**src/rtl/dffe_multi_if.sv**
```systemverilog
// Control/data bundle for dffe_multi: operation request in, register state out.
interface dffe_multi_if #(
    parameter int WIDTH = 8
);
    logic             clr;
    logic             e;
    logic [2:0]       op;
    logic [WIDTH-1:0] d;
    logic             sin;
    logic [WIDTH-1:0] q;
    logic             co;
    logic             zf;

    // Driver side: issues clear/enable/op/data, observes register state.
    modport master (
        output clr, e, op, d, sin,
        input  q, co, zf
    );

    // Register side: consumes the request, presents q/co/zf.
    modport slave (
        input  clr, e, op, d, sin,
        output q, co, zf
    );
endinterface

```
**src/rtl/dffe_multi.sv**
```systemverilog
// WIDTH-bit enabled register with load/shift/rotate/inc/dec, a registered
// carry/shift-out flag and a combinational zero flag.
module dffe_multi #(
    parameter int                 WIDTH   = 8,
    parameter logic [WIDTH-1:0]   RST_VAL = '0,
    parameter bit                 SAT     = 1'b0
) (
    input  logic           clk,
    input  logic           clrn,
    dffe_multi_if.slave    bus
);
    localparam logic [2:0] OP_HOLD = 3'b000;
    localparam logic [2:0] OP_LOAD = 3'b001;
    localparam logic [2:0] OP_SHL  = 3'b010;
    localparam logic [2:0] OP_SHR  = 3'b011;
    localparam logic [2:0] OP_ROTL = 3'b100;
    localparam logic [2:0] OP_ROTR = 3'b101;
    localparam logic [2:0] OP_INC  = 3'b110;
    localparam logic [2:0] OP_DEC  = 3'b111;

    localparam logic [WIDTH-1:0] ONE = {{(WIDTH-1){1'b0}}, 1'b1};

    logic [WIDTH-1:0] r_q;
    logic             r_co;

    logic [WIDTH-1:0] w_q_nxt;
    logic             w_co_nxt;
    logic             w_all1;
    logic             w_zero;

    assign w_all1 = &r_q;
    assign w_zero = ~|r_q;

    // Result of the selected operation; only consumed when e=1, so X on
    // op/d while disabled never reaches the state registers.
    always_comb begin
        w_q_nxt  = r_q;
        w_co_nxt = r_co;
        case (bus.op)
            OP_HOLD: begin
                w_q_nxt  = r_q;
                w_co_nxt = r_co;
            end
            OP_LOAD: begin
                w_q_nxt  = bus.d;
                w_co_nxt = 1'b0;
            end
            OP_SHL: begin
                w_q_nxt  = {r_q[WIDTH-2:0], bus.sin};
                w_co_nxt = r_q[WIDTH-1];
            end
            OP_SHR: begin
                w_q_nxt  = {bus.sin, r_q[WIDTH-1:1]};
                w_co_nxt = r_q[0];
            end
            OP_ROTL: begin
                w_q_nxt  = {r_q[WIDTH-2:0], r_q[WIDTH-1]};
                w_co_nxt = r_q[WIDTH-1];
            end
            OP_ROTR: begin
                w_q_nxt  = {r_q[0], r_q[WIDTH-1:1]};
                w_co_nxt = r_q[0];
            end
            OP_INC: begin
                // co flags the all-ones case in both modes; SAT only decides
                // whether q wraps or sticks.
                w_co_nxt = w_all1;
                if (SAT && w_all1) w_q_nxt = r_q;
                else               w_q_nxt = r_q + ONE;
            end
            OP_DEC: begin
                w_co_nxt = w_zero;
                if (SAT && w_zero) w_q_nxt = r_q;
                else               w_q_nxt = r_q - ONE;
            end
            default: begin
                w_q_nxt  = r_q;
                w_co_nxt = r_co;
            end
        endcase
    end

    // State update: async clear, then sync clear, then enable-gated op.
    always_ff @(posedge clk or negedge clrn) begin
        if (!clrn) begin
            r_q  <= RST_VAL;
            r_co <= 1'b0;
        end else if (bus.clr) begin
            r_q  <= '0;
            r_co <= 1'b0;
        end else if (bus.e) begin
            r_q  <= w_q_nxt;
            r_co <= w_co_nxt;
        end
    end

    assign bus.q  = r_q;
    assign bus.co = r_co;
    assign bus.zf = w_zero;
endmodule

```
**src/flat_wrapper.sv**
```systemverilog
// flat-port wrapper written by rule: the top's interface ports become plain ports
module dffe_multi_flat 
#(
    parameter int                 WIDTH   = 8,
    parameter logic [WIDTH-1:0]   RST_VAL = '0,
    parameter bit                 SAT     = 1'b0
)
  (clk, clrn, bus_clr, bus_e, bus_op, bus_d, bus_sin, bus_q, bus_co, bus_zf);
  dffe_multi_if #(.WIDTH(WIDTH)) bus_i ();
  input  logic clk;
  input  logic clrn;
  input wire logic [$bits(bus_i.clr)-1:0] bus_clr;
  input wire logic [$bits(bus_i.e)-1:0] bus_e;
  input wire logic [$bits(bus_i.op)-1:0] bus_op;
  input wire logic [$bits(bus_i.d)-1:0] bus_d;
  input wire logic [$bits(bus_i.sin)-1:0] bus_sin;
  output wire logic [$bits(bus_i.q)-1:0] bus_q;
  output wire logic [$bits(bus_i.co)-1:0] bus_co;
  output wire logic [$bits(bus_i.zf)-1:0] bus_zf;
  assign bus_i.clr = bus_clr;
  assign bus_i.e = bus_e;
  assign bus_i.op = bus_op;
  assign bus_i.d = bus_d;
  assign bus_i.sin = bus_sin;
  assign bus_q = bus_i.q;
  assign bus_co = bus_i.co;
  assign bus_zf = bus_i.zf;
  dffe_multi #(.WIDTH(WIDTH), .RST_VAL(RST_VAL), .SAT(SAT)) u_core (.clk(clk), .clrn(clrn), .bus(bus_i));
endmodule
```
**config.mk**
```make
export PLATFORM = sky130hd
export DESIGN_NAME = dffe_multi_flat
export DESIGN_NICKNAME = d
export VERILOG_FILES = /design/src/rtl/dffe_multi_if.sv /design/src/rtl/dffe_multi.sv /design/src/flat_wrapper.sv
export SDC_FILE = /design/constraint.sdc
export NUM_CORES = 1
export LEC_CHECK = 0
export CORE_MARGIN = 2
export CORE_UTILIZATION = 30
export CTS_CLUSTER_SIZE = 16
export DETAILED_ROUTE_END_ITERATION = 10
export GPL_ROUTABILITY_DRIVEN = 1
export SYNTH_ARGS = -nofsm -noshare
export SYNTH_HDL_FRONTEND = slang
export SYNTH_SLANG_ARGS = --single-unit
```
**constraint.sdc**
```tcl
create_clock -name clk -period 2 [get_ports clk]
set_input_delay 0.6 -clock clk [delete_from_list [all_inputs] [get_ports clk]]
set_output_delay 0.6 -clock clk [all_outputs]
set_load 0.05 [all_outputs]
```
After elaboration in Yosys (flattened, before gate mapping)
Cells that the tools add are included.
{"block": "word_totals", "input_bits": 16, "regBits": 9, "elab_cells": 26}
{"block": "classes", "n_reduce_logical": 8, "muxes": 6, "n_eq_ne": 8, "addsub": 2}
{"op": "$pmux 8 s7", "n": 1}
{"op": "$mux 8", "n": 2}
{"op": "$eq 3x3->1 const B", "n": 4}
{"op": "$add 8x1->8 const B", "n": 1}
{"op": "$reduce_and 8->1", "n": 1}
{"op": "$reduce_or 8->1", "n": 1}
{"op": "$sub 8x1->8 const B", "n": 1}
{"op": "$eq 3x2->1 const B", "n": 2}
{"op": "$pmux 1 s5", "n": 1}
{"op": "$reduce_or 2->1", "n": 2}
{"op": "$eq 3x1->1 const B", "n": 1}
{"op": "$logic_not 3->1", "n": 1}
{"op": "$mux 1", "n": 2}
{"op": "$ne 2x2->1 const B", "n": 1}
{"op": "$reduce_and 2->1", "n": 1}
{"op": "$reduce_bool 2->1", "n": 1}
{"op": "$logic_not 1->1", "n": 1}

Depth between registers and ports, before layout
Gate-level depths: netlist of the first run.
{"block": "depth", "depth_word": 5, "ltp_mapped": 8, "ltp_nobuf": 7}

Worst setup path before layout of the first run
Ideal clock, no wire load.
{"block": "synth_timing", "path_type": "input to register", "from": "input bus_op[2]", "to": "register u_core.r_q[6], in the netlist u_core.bus.q[6]", "cell_stages": 8, "setup_time_ns": 0.133, "t_required_ns": 1.867, "setup_slack_ns": -0.259, "path_buffers": 1, "arrival_ns": 2.126, "cell_sequence": "buf_4 > nand3_1 > xnor2_1 > ha_1 > or4_4 > nor4_4 > or4b_1 > o211ai_2"}
{"block": "synth_via", "elab_chain_len": 4}
{"element": "from (decl)", "line": "flat_wrapper.sv:14", "text": "input wire logic [$bits(bus_i.op)-1:0] bus_op;"}
{"element": "$eq 3x3->1, or another cell as far along", "line": "dffe_multi.sv:39", "text": "case (bus.op)"}
{"element": "$pmux 8 s7", "line": "dffe_multi.sv:39"}
{"element": "$mux 8", "line": "dffe_multi.sv:91", "text": "end else if (bus.e) begin"}
{"element": "$mux 8", "line": "dffe_multi.sv:88", "text": "end else if (bus.clr) begin"}
{"element": "to (signal assigned)", "line": "dffe_multi.sv:92", "text": "r_q <= w_q_nxt;"}
{"element": "to (decl)", "line": "dffe_multi.sv:23", "text": "logic [WIDTH-1:0] r_q;"}
Parallel ways exist; a longest one is shown, timed or not. The select of a mux whose other input is x is not followed.
A chain may end at the register's enable or synchronous reset.

Worst setup path in the final report of the first run
{"block": "layout_timing", "from": "register u_core.r_q[6], in the netlist u_core.bus.q[6]", "to": "output bus_zf"}
{"block": "layout_via", "elab_chain_len": 2}
{"element": "$reduce_or 8->1", "line": "dffe_multi.sv:32", "text": "assign w_zero = ~|r_q;"}
{"element": "$logic_not 1->1", "line": "dffe_multi.sv:32"}
{"element": "to (decl)", "line": "flat_wrapper.sv:19", "text": "output wire logic [$bits(bus_i.zf)-1:0] bus_zf;"}
Every way passes these cells.

==> flow_summary.ini, run 1 <==
[layout]
finish.instance_area_mm2 = 0.00170
nFillCells = 346
multiInputGateArea_um2 = 828
final-seq-area_um2 = 226
final_nets = 192
diodes = 0
area_growth_pct = 52.6
final_cell_mix = buf_4, nor2_1, clkdlybuf4s50_1
drive_gt1_frac = 0.362
final_common_cell = buf_4

[hold_path]
hold_class = reg -> reg
hold_end = u_core.bus.co
worstHoldStart = u_core.bus.co
hold_depth = 1

[global_routing]
antenna_found_initial = 0
grtUsageTotal = 0.179
gr-total-overflow = 0
first_global_vias = 1135
grt_first_pass_wirelength_um = 5740
grt_start_max_net_pins = 29

[timing]
worstMarginPinSlew_ns = 0.478
skew_ns = 0.00725
post-route-period-util = 0.985
slew_viol_final = 0
period_needed_ns = 1.97
slew_headroom = 0.680
setup_viol = 0
whs_ns = 0.567
max_freq_mhz = 508
rsz0062_at_grt = true
hold_violations = 0

[critical_path]
worst_setup_path_start_kind = flop
path_cells = nor2_1, and4b_4, buf_12
rrSetupSlack_ns = 0.08
cp_data_arrival_time_ns = 1.37
cpMaxStageDelayCell = dfrtp_1
reg2reg_from = u_core.bus.q[1]
r2r_cells = 6
cp.required_ns = 1.40
critPathLaunch = u_core.bus.q[6]
worstReg2RegEnd = u_core.bus.q[6]
critPathMaxFanout = 8
critPathMaxStageDelay_ns = 0.47
worstSetupEndpointType = output pin
crit_type = reg -> out

[status]
status = finished clean

[die]
dieArea_mm2 = 0.00421
chipHeight_um = 64.9
core_region_area_mm2 = 0.00361
pin_count = 26
initial_utilization = 0.308
rows = 22
die-width_um = 64.9

[logic_synthesis]
synthesis.area_mm2 = 0.00111
avgSynthCellArea_um2 = 8.56
yosysSeqAreaShare = 0.202
synth_warnings = 0
ys_ff_latch = 9
yosysUniqueCellTypes = 55
synthCells = 130
syn_nets = 147
ys.flop_type = dfrtp_1
ys_async_sr_fraction = 1.00
synth_edf_count = 0

[place]
place.gp.congestion = 0.865
placed_area_mm2 = 0.00160
port-buffer-count = 25
hpwlAfterDp_um = 2630

[drt]
via_count = 1210
wirelength_um = 3550
postRouteAntennaNets = 0
wl_per_cell_um = 16.0
route.detailed.drc = 0
drt-initial-drc-count = 84
firstDrtPassIters = 4
drt-vias-per-instance = 5.45

[pwr]
leakage_nw = 0.687
peakVddDrop_v = 0.000233
power.total_mw = 0.831
p_per_area_mw_per_mm2 = 490

[clock_tree]
clk_path_buf_depth = 2
clkTransAtPathRegs_ns = 0.05
cts_root_buffer = clkbuf_8
cts.sinks = 9
clock_latency_ns = 0.25
cts_tree = yes
cts_buffers = 3
htree_levels = 1

[flow_run]
drv_cap = 0
[report_power, final]
group / internal, mW / total (mW) / switching, mW
clock: 0.140 / 0.229 / 0.0890
sequential: 0.193 / 0.211 / 0.0181
combinational: 0.196 / 0.391 / 0.195
[timing repair]
action	CTS	global route
setup buffers	1	3
resized for setup	6	15
setup endpoints to repair	10	7
hold buffers	0	0
pin swaps	2	6
[cell usage after synthesis, drive strengths merged, types with 2 or more instances]
cell     number  area [µm²]
nor4          2        27.5
nand2         7        26.3
o22ai         3        25.0
and2          2        12.5
buf          13        87.6
nor3          4        31.3
nand4         3        18.8
and4b         2        20.0
a211o         3        26.3
nor2         13        48.8
nand3         5        25.0
mux2i         7        82.6
a211oi        5        37.5
o21ai         5        25.0
a21oi         6        33.8
nand2b        5        31.3
xnor2         2        17.5
dfrtp         9         225
a31o          2        17.5
inv           2        7.51
a22oi         2        15.0
o2bb2ai       3        26.3
[state kept, by name, indices dropped and copies added, names as in the netlist]
signal,count
u_core.bus.co,1
u_core.bus.q,8
[metrics by stage]
step                      setup WS [ns]  cells   util  TNS, ns
after global routing            -0.0281    222  0.471  -0.0453
after CTS                       0.00348    219  0.459        0
after detailed placement         -0.550    214  0.445    -4.03
after global placement           -0.514    214  0.445    -3.79
final                            0.0303    222  0.471        0
after floorplan                 -0.0730    130      -   -0.145
[worst max-delay path by stage]
stage	slack (ns)	end	cells past startpoint
6_report	0.03	bus_zf	3
5_1_grt	-0.03	u_core.bus.q[6]	8
4_1_cts	0.003	u_core.bus.q[6]	8
3_5_place_dp	-0.55	u_core.bus.q[4]	8
3_3_place_gp	-0.51	u_core.bus.q[4]	8
2_1_floorplan	-0.07	u_core.bus.q[4]	8
[metal layers]
metal	up-vias	wire length, µm	track usage
met2	46	1760	0.303
li1	584	-	-
met4	0	36	0.0718
met5	-	0	0
met3	3	180	0.0122
met1	577	1580	0.235
[cell families (layout without fill, tap and decap cells)]
group           after synthesis  after routing  share of synthesized area
simple gates                 55             55                      0.312
xor+xnor                      2              2                     0.0158
fa+ha+maj                     1              1                     0.0112
buf+inv                      15             59                     0.0855
mux                           8              8                     0.0945
compound gates               40             40                      0.279
flops                         9              9                      0.202
[critical path, delay by kind of cell, from the launching register on]
family	cells	cell delay, ns
simple gates	2	0.51
buf+inv	1	0.14
flops	1	0.47
[final cells by class]
class / instances / share of cell area
multi-input combinational: 106 / 0.488
timing repair buffer: 53 / 0.312
sequential: 9 / 0.133
tap: 48 / 0.0354
clock buffer: 4 / 0.0265
inverter: 2 / 0.00442
No activity file was read; power rests on OpenSTA's default activity.
==> inputs of run 2 (changes only) <==
- RECOVER_POWER: not set -> 100
==> flow_summary.ini, run 2 (synthesized netlist as in run 1, its figures left out) <==
[status]
status = finished clean

[place]
placed_cells = 214
dp_worst_setup_slack_ns = -0.550
port-buffer-count = 25
place.gp.congestion = 0.865
hpwlAfterDp_um = 2630

[die]
pin_count = 26
chipHeight_um = 64.9
dieArea_mm2 = 0.00421
initial_utilization = 0.308
rows = 22
core_region_area_mm2 = 0.00361
die-width_um = 64.9

[clock_tree]
clk_path_buf_depth = 2
cts_tree = yes
clkTransAtPathRegs_ns = 0.05
htree_levels = 1
clock_latency_ns = 0.25
cts_buffers = 3
cts_root_buffer = clkbuf_8
cts.sinks = 9
hold_buffers = 0

[timing]
final.setup.worst_slack_ns = 0.0279
slew_headroom = 0.607
setup-tns-final_ns = 0
hold_violations = 0
max_freq_mhz = 507
worstMarginPinSlew_ns = 0.591
slew_viol_final = 0
rsz0062_at_grt = true
skew_ns = 0.00698
whs_ns = 0.561
period_needed_ns = 1.97
post-route-period-util = 0.986
setup_viol = 0

[layout]
nFillCells = 349
final_cell_mix = buf_4, nor2_1, clkdlybuf4s50_1
final_cells = 222
area_growth_pct = 52.0
largest_reg_flops = 8
final_nets = 192
diodes = 0
final_common_cell = buf_4
drive_gt1_frac = 0.351

[critical_path]
cp.required_ns = 1.40
path_cells = nor2_1, and4b_4, buf_12
worst_setup_path_start_kind = flop
reg2reg_from = u_core.bus.q[1]
cp_data_arrival_time_ns = 1.37
critPathLaunch = u_core.bus.q[6]
crit_type = reg -> out
cpMaxStageDelayCell = dfrtp_1
critPathMaxStageDelay_ns = 0.47
worstSetupEndpointType = output pin
critPathMaxFanout = 8

[drt]
wl_per_cell_um = 16.1
postRouteAntennaNets = 0
drt-initial-drc-count = 84
route.detailed.drc = 0
drt-vias-per-instance = 5.48
wirelength_um = 3560
firstDrtPassIters = 4
via_count = 1216

[flow_run]
drv_cap = 0

[global_routing]
first_global_vias = 1135
grtUsageTotal = 0.179
antenna_found_initial = 0
grt_first_pass_wirelength_um = 5740
grt_start_max_net_pins = 29
gr-total-overflow = 0

[hold_path]
hold_class = reg -> reg
worstHoldStart = u_core.bus.co

[pwr]
peakVddDrop_v = 0.000233
p_per_area_mw_per_mm2 = 491
leakage_nw = 0.679
==> run 2: through the flow <==
step | area, µm² | power (mW) | utilization
after floorplan | 1150 | 0.428 | -
after global placement | 1600 | 0.580 | 0.445
after detailed placement | 1600 | 0.584 | 0.445
after CTS | 1660 | 0.814 | 0.459
after global routing | 1690 | 0.862 | 0.469
final | 1690 | 0.830 | 0.469
==> run 2: final timing paths <==
kind | to | slack [ns] | cells after the start
setup / recovery | bus_zf | 0.03 | 3
hold / removal | u_core.bus.co | 0.56 | 1
setup reg to reg | u_core.bus.q[6] | 0.08 | 6
hold reg to reg | u_core.bus.co | 0.56 | 1
max in group asynchronous | u_core.bus.q[1] | 0.89 | 1
min in group asynchronous | u_core.bus.q[6] | 0.75 | 1
==> run 2: critical path: cells and delay by family (launching register included) <==
| family | cells | cell delay, ns |
|---|---|---|
| AND/OR/NAND/NOR | 2 | 0.51 |
| flip-flops | 1 | 0.47 |
| buffers and inverters | 1 | 0.14 |
==> run 2: power by group <==
group | internal [mW] | leakage, nW | switching (mW)
clock network | 0.140 | 0.0228 | 0.0901
registers | 0.193 | 0.122 | 0.0180
logic | 0.194 | 0.535 | 0.195
total | 0.527 | 0.679 | 0.303
==> run 2: area by class of cell <==
type                    instances  area (µm²)  share of cell area
repair buffers                 53         523               0.309
well taps                      48        60.1              0.0355
multi-input cells             106         828               0.490
inverters                       2        7.51             0.00444
flip-flops and latches          9         226               0.134
clock buffers                   4        45.0              0.0266
==> run 2: per-layer routing <==
metal,vias up,track usage,share of wire
li1,584,-,-
met1,575,0.235,0.43
met2,54,0.303,0.50
met3,3,0.0122,0.058
met4,0,0.0718,0.010
met5,-,0,0
==> run 2: what timing repair did <==
action / 4_1_cts / 5_1_grt
gates resized for setup: 6 / 15
setup endpoints to repair: 10 / 7
pin swaps: 2 / 6
buffers inserted: 1 / 3
==> inputs of run 3 (changes only) <==
- SKIP_CTS_REPAIR_TIMING: not set -> 1
==> flow_summary.ini, run 3 (synthesized netlist as in run 1, its figures left out) <==
[pwr]
p_per_area_mw_per_mm2 = 496
pwr-share-seq = 0.259
leakage_nw = 0.649
net-switching-power_mw = 0.296
p_int_mw = 0.516
peakVddDrop_v = 0.000232
clockPowerShare = 0.277
pwr-share-comb = 0.465
p_sw_frac = 0.364
power.total_mw = 0.812

[drt]
wl_per_cell_um = 16.0
postRouteAntennaNets = 0
wirelength_um = 3530
firstDrtPassIters = 4
drt-initial-drc-count = 81
route.detailed.drc = 0
drt-vias-per-instance = 5.39
via_count = 1191

[layout]
finish.instance_area_mm2 = 0.00164
diodes = 0
final_nets = 191
final_cell_mix = buf_4, nor2_1, clkdlybuf4s50_1
area_growth_pct = 47.2
largest_reg_flops = 8
drive_gt1_frac = 0.329
final_common_cell = buf_4
final_cells = 221

[place]
placed_cells = 214
hpwlAfterDp_um = 2630
placed_area_mm2 = 0.00160
port-buffer-count = 25
place.gp.congestion = 0.865

[critical_path]
worst_setup_path_start_kind = flop
cpMaxStageDelayCell = dfrtp_2
critPathMaxStageDelay_ns = 0.47
cp_data_arrival_time_ns = 1.44
cp.required_ns = 1.40
worstSetupEndpointType = output pin
critPathMaxFanout = 7
crit_type = reg -> out
path_cells = nor3_4, and4b_4, buf_12

[timing]
period_needed_ns = 2.04
max_freq_mhz = 491
rsz0062_at_grt = true
slew_headroom = 0.607
worstMarginPinSlew_ns = 0.591
setup_viol = 1
skew_ns = 0.00327
slew_viol_final = 0
hold_violations = 0
whs_ns = 0.561
final.setup.worst_slack_ns = -0.0379
post-route-period-util = 1.02

[status]
violations = setup timing
status = finished with violations

[global_routing]
grt_first_pass_wirelength_um = 5760
first_global_vias = 1129
antenna_found_initial = 0
grtUsageTotal = 0.179
grt_start_max_net_pins = 29
gr-total-overflow = 0

[die]
dieArea_mm2 = 0.00421
chipHeight_um = 64.9
initial_utilization = 0.308
die-width_um = 64.9
rows = 22
core_region_area_mm2 = 0.00361
pin_count = 26

[clock_tree]
cts.sinks = 9
clk_path_buf_depth = 2
cts_buffers = 3
cts_root_buffer = clkbuf_8
htree_levels = 1
clkTransAtPathRegs_ns = 0.05
cts_tree = yes
clock_latency_ns = 0.24

[flow_run]
drv_cap = 0

[hold_path]
hold_class = reg -> reg
run 3: critical path: cells and delay by family, from the launching register on:
| kind | cells | cell delay [ns] |
|---|---|---|
| AND/OR/NAND/NOR | 2 | 0.58 |
| buffers and inverters | 1 | 0.14 |
| flip-flops | 1 | 0.47 |
run 3: per-stage QoR:
stage          setup slack, ns  setup TNS (ns)  utilization
6_report               -0.0379         -0.0379        0.454
5_1_grt                -0.0724          -0.131        0.454
4_1_cts                 -0.295           -1.82        0.457
3_5_place_dp            -0.550           -4.03        0.445
3_3_place_gp            -0.514           -3.79        0.445
2_1_floorplan          -0.0730          -0.145            -
run 3: final timing paths:
path                            startpoint              end  slack (ns)  depth (start not counted)
setup / recovery           u_core.bus.q[1]           bus_zf       -0.04                          3
hold / removal               u_core.bus.co    u_core.bus.co        0.56                          1
setup reg to reg           u_core.bus.q[2]  u_core.bus.q[7]        0.07                          5
hold reg to reg              u_core.bus.co    u_core.bus.co        0.56                          1
max in group asynchronous             clrn  u_core.bus.q[1]        0.89                          1
min in group asynchronous             clrn  u_core.bus.q[6]        0.75                          1
run 3: power by group through the flow:
stage / registers, mW / logic, mW / clock network, mW
6_report: 0.210 / 0.377 / 0.225
3_3_place_gp: 0.213 / 0.368 / 0
4_1_cts: 0.211 / 0.373 / 0.228
3_5_place_dp: 0.213 / 0.371 / 0
5_1_grt: 0.212 / 0.402 / 0.237
2_1_floorplan: 0.239 / 0.189 / 0
run 3: cell type report:
class	count	area (µm²)
Timing Repair Buffer	52	478
Fill cell	360	1970
Sequential cell	9	226
Multi-Input combinational cell	106	821
Clock buffer	4	45.0
Tap cell	48	60.1
Inverter	2	7.51
run 3: metal layers:
metal  GRT usage  vias up  part of all wire  wire length (µm)
met4      0.0718        0             0.018                62
met1       0.236      564              0.45              1580
met3      0.0122        5             0.048               171
met2       0.302       34              0.49              1720
met5           0        -                 0                 0
li1            -      588                 -                 -
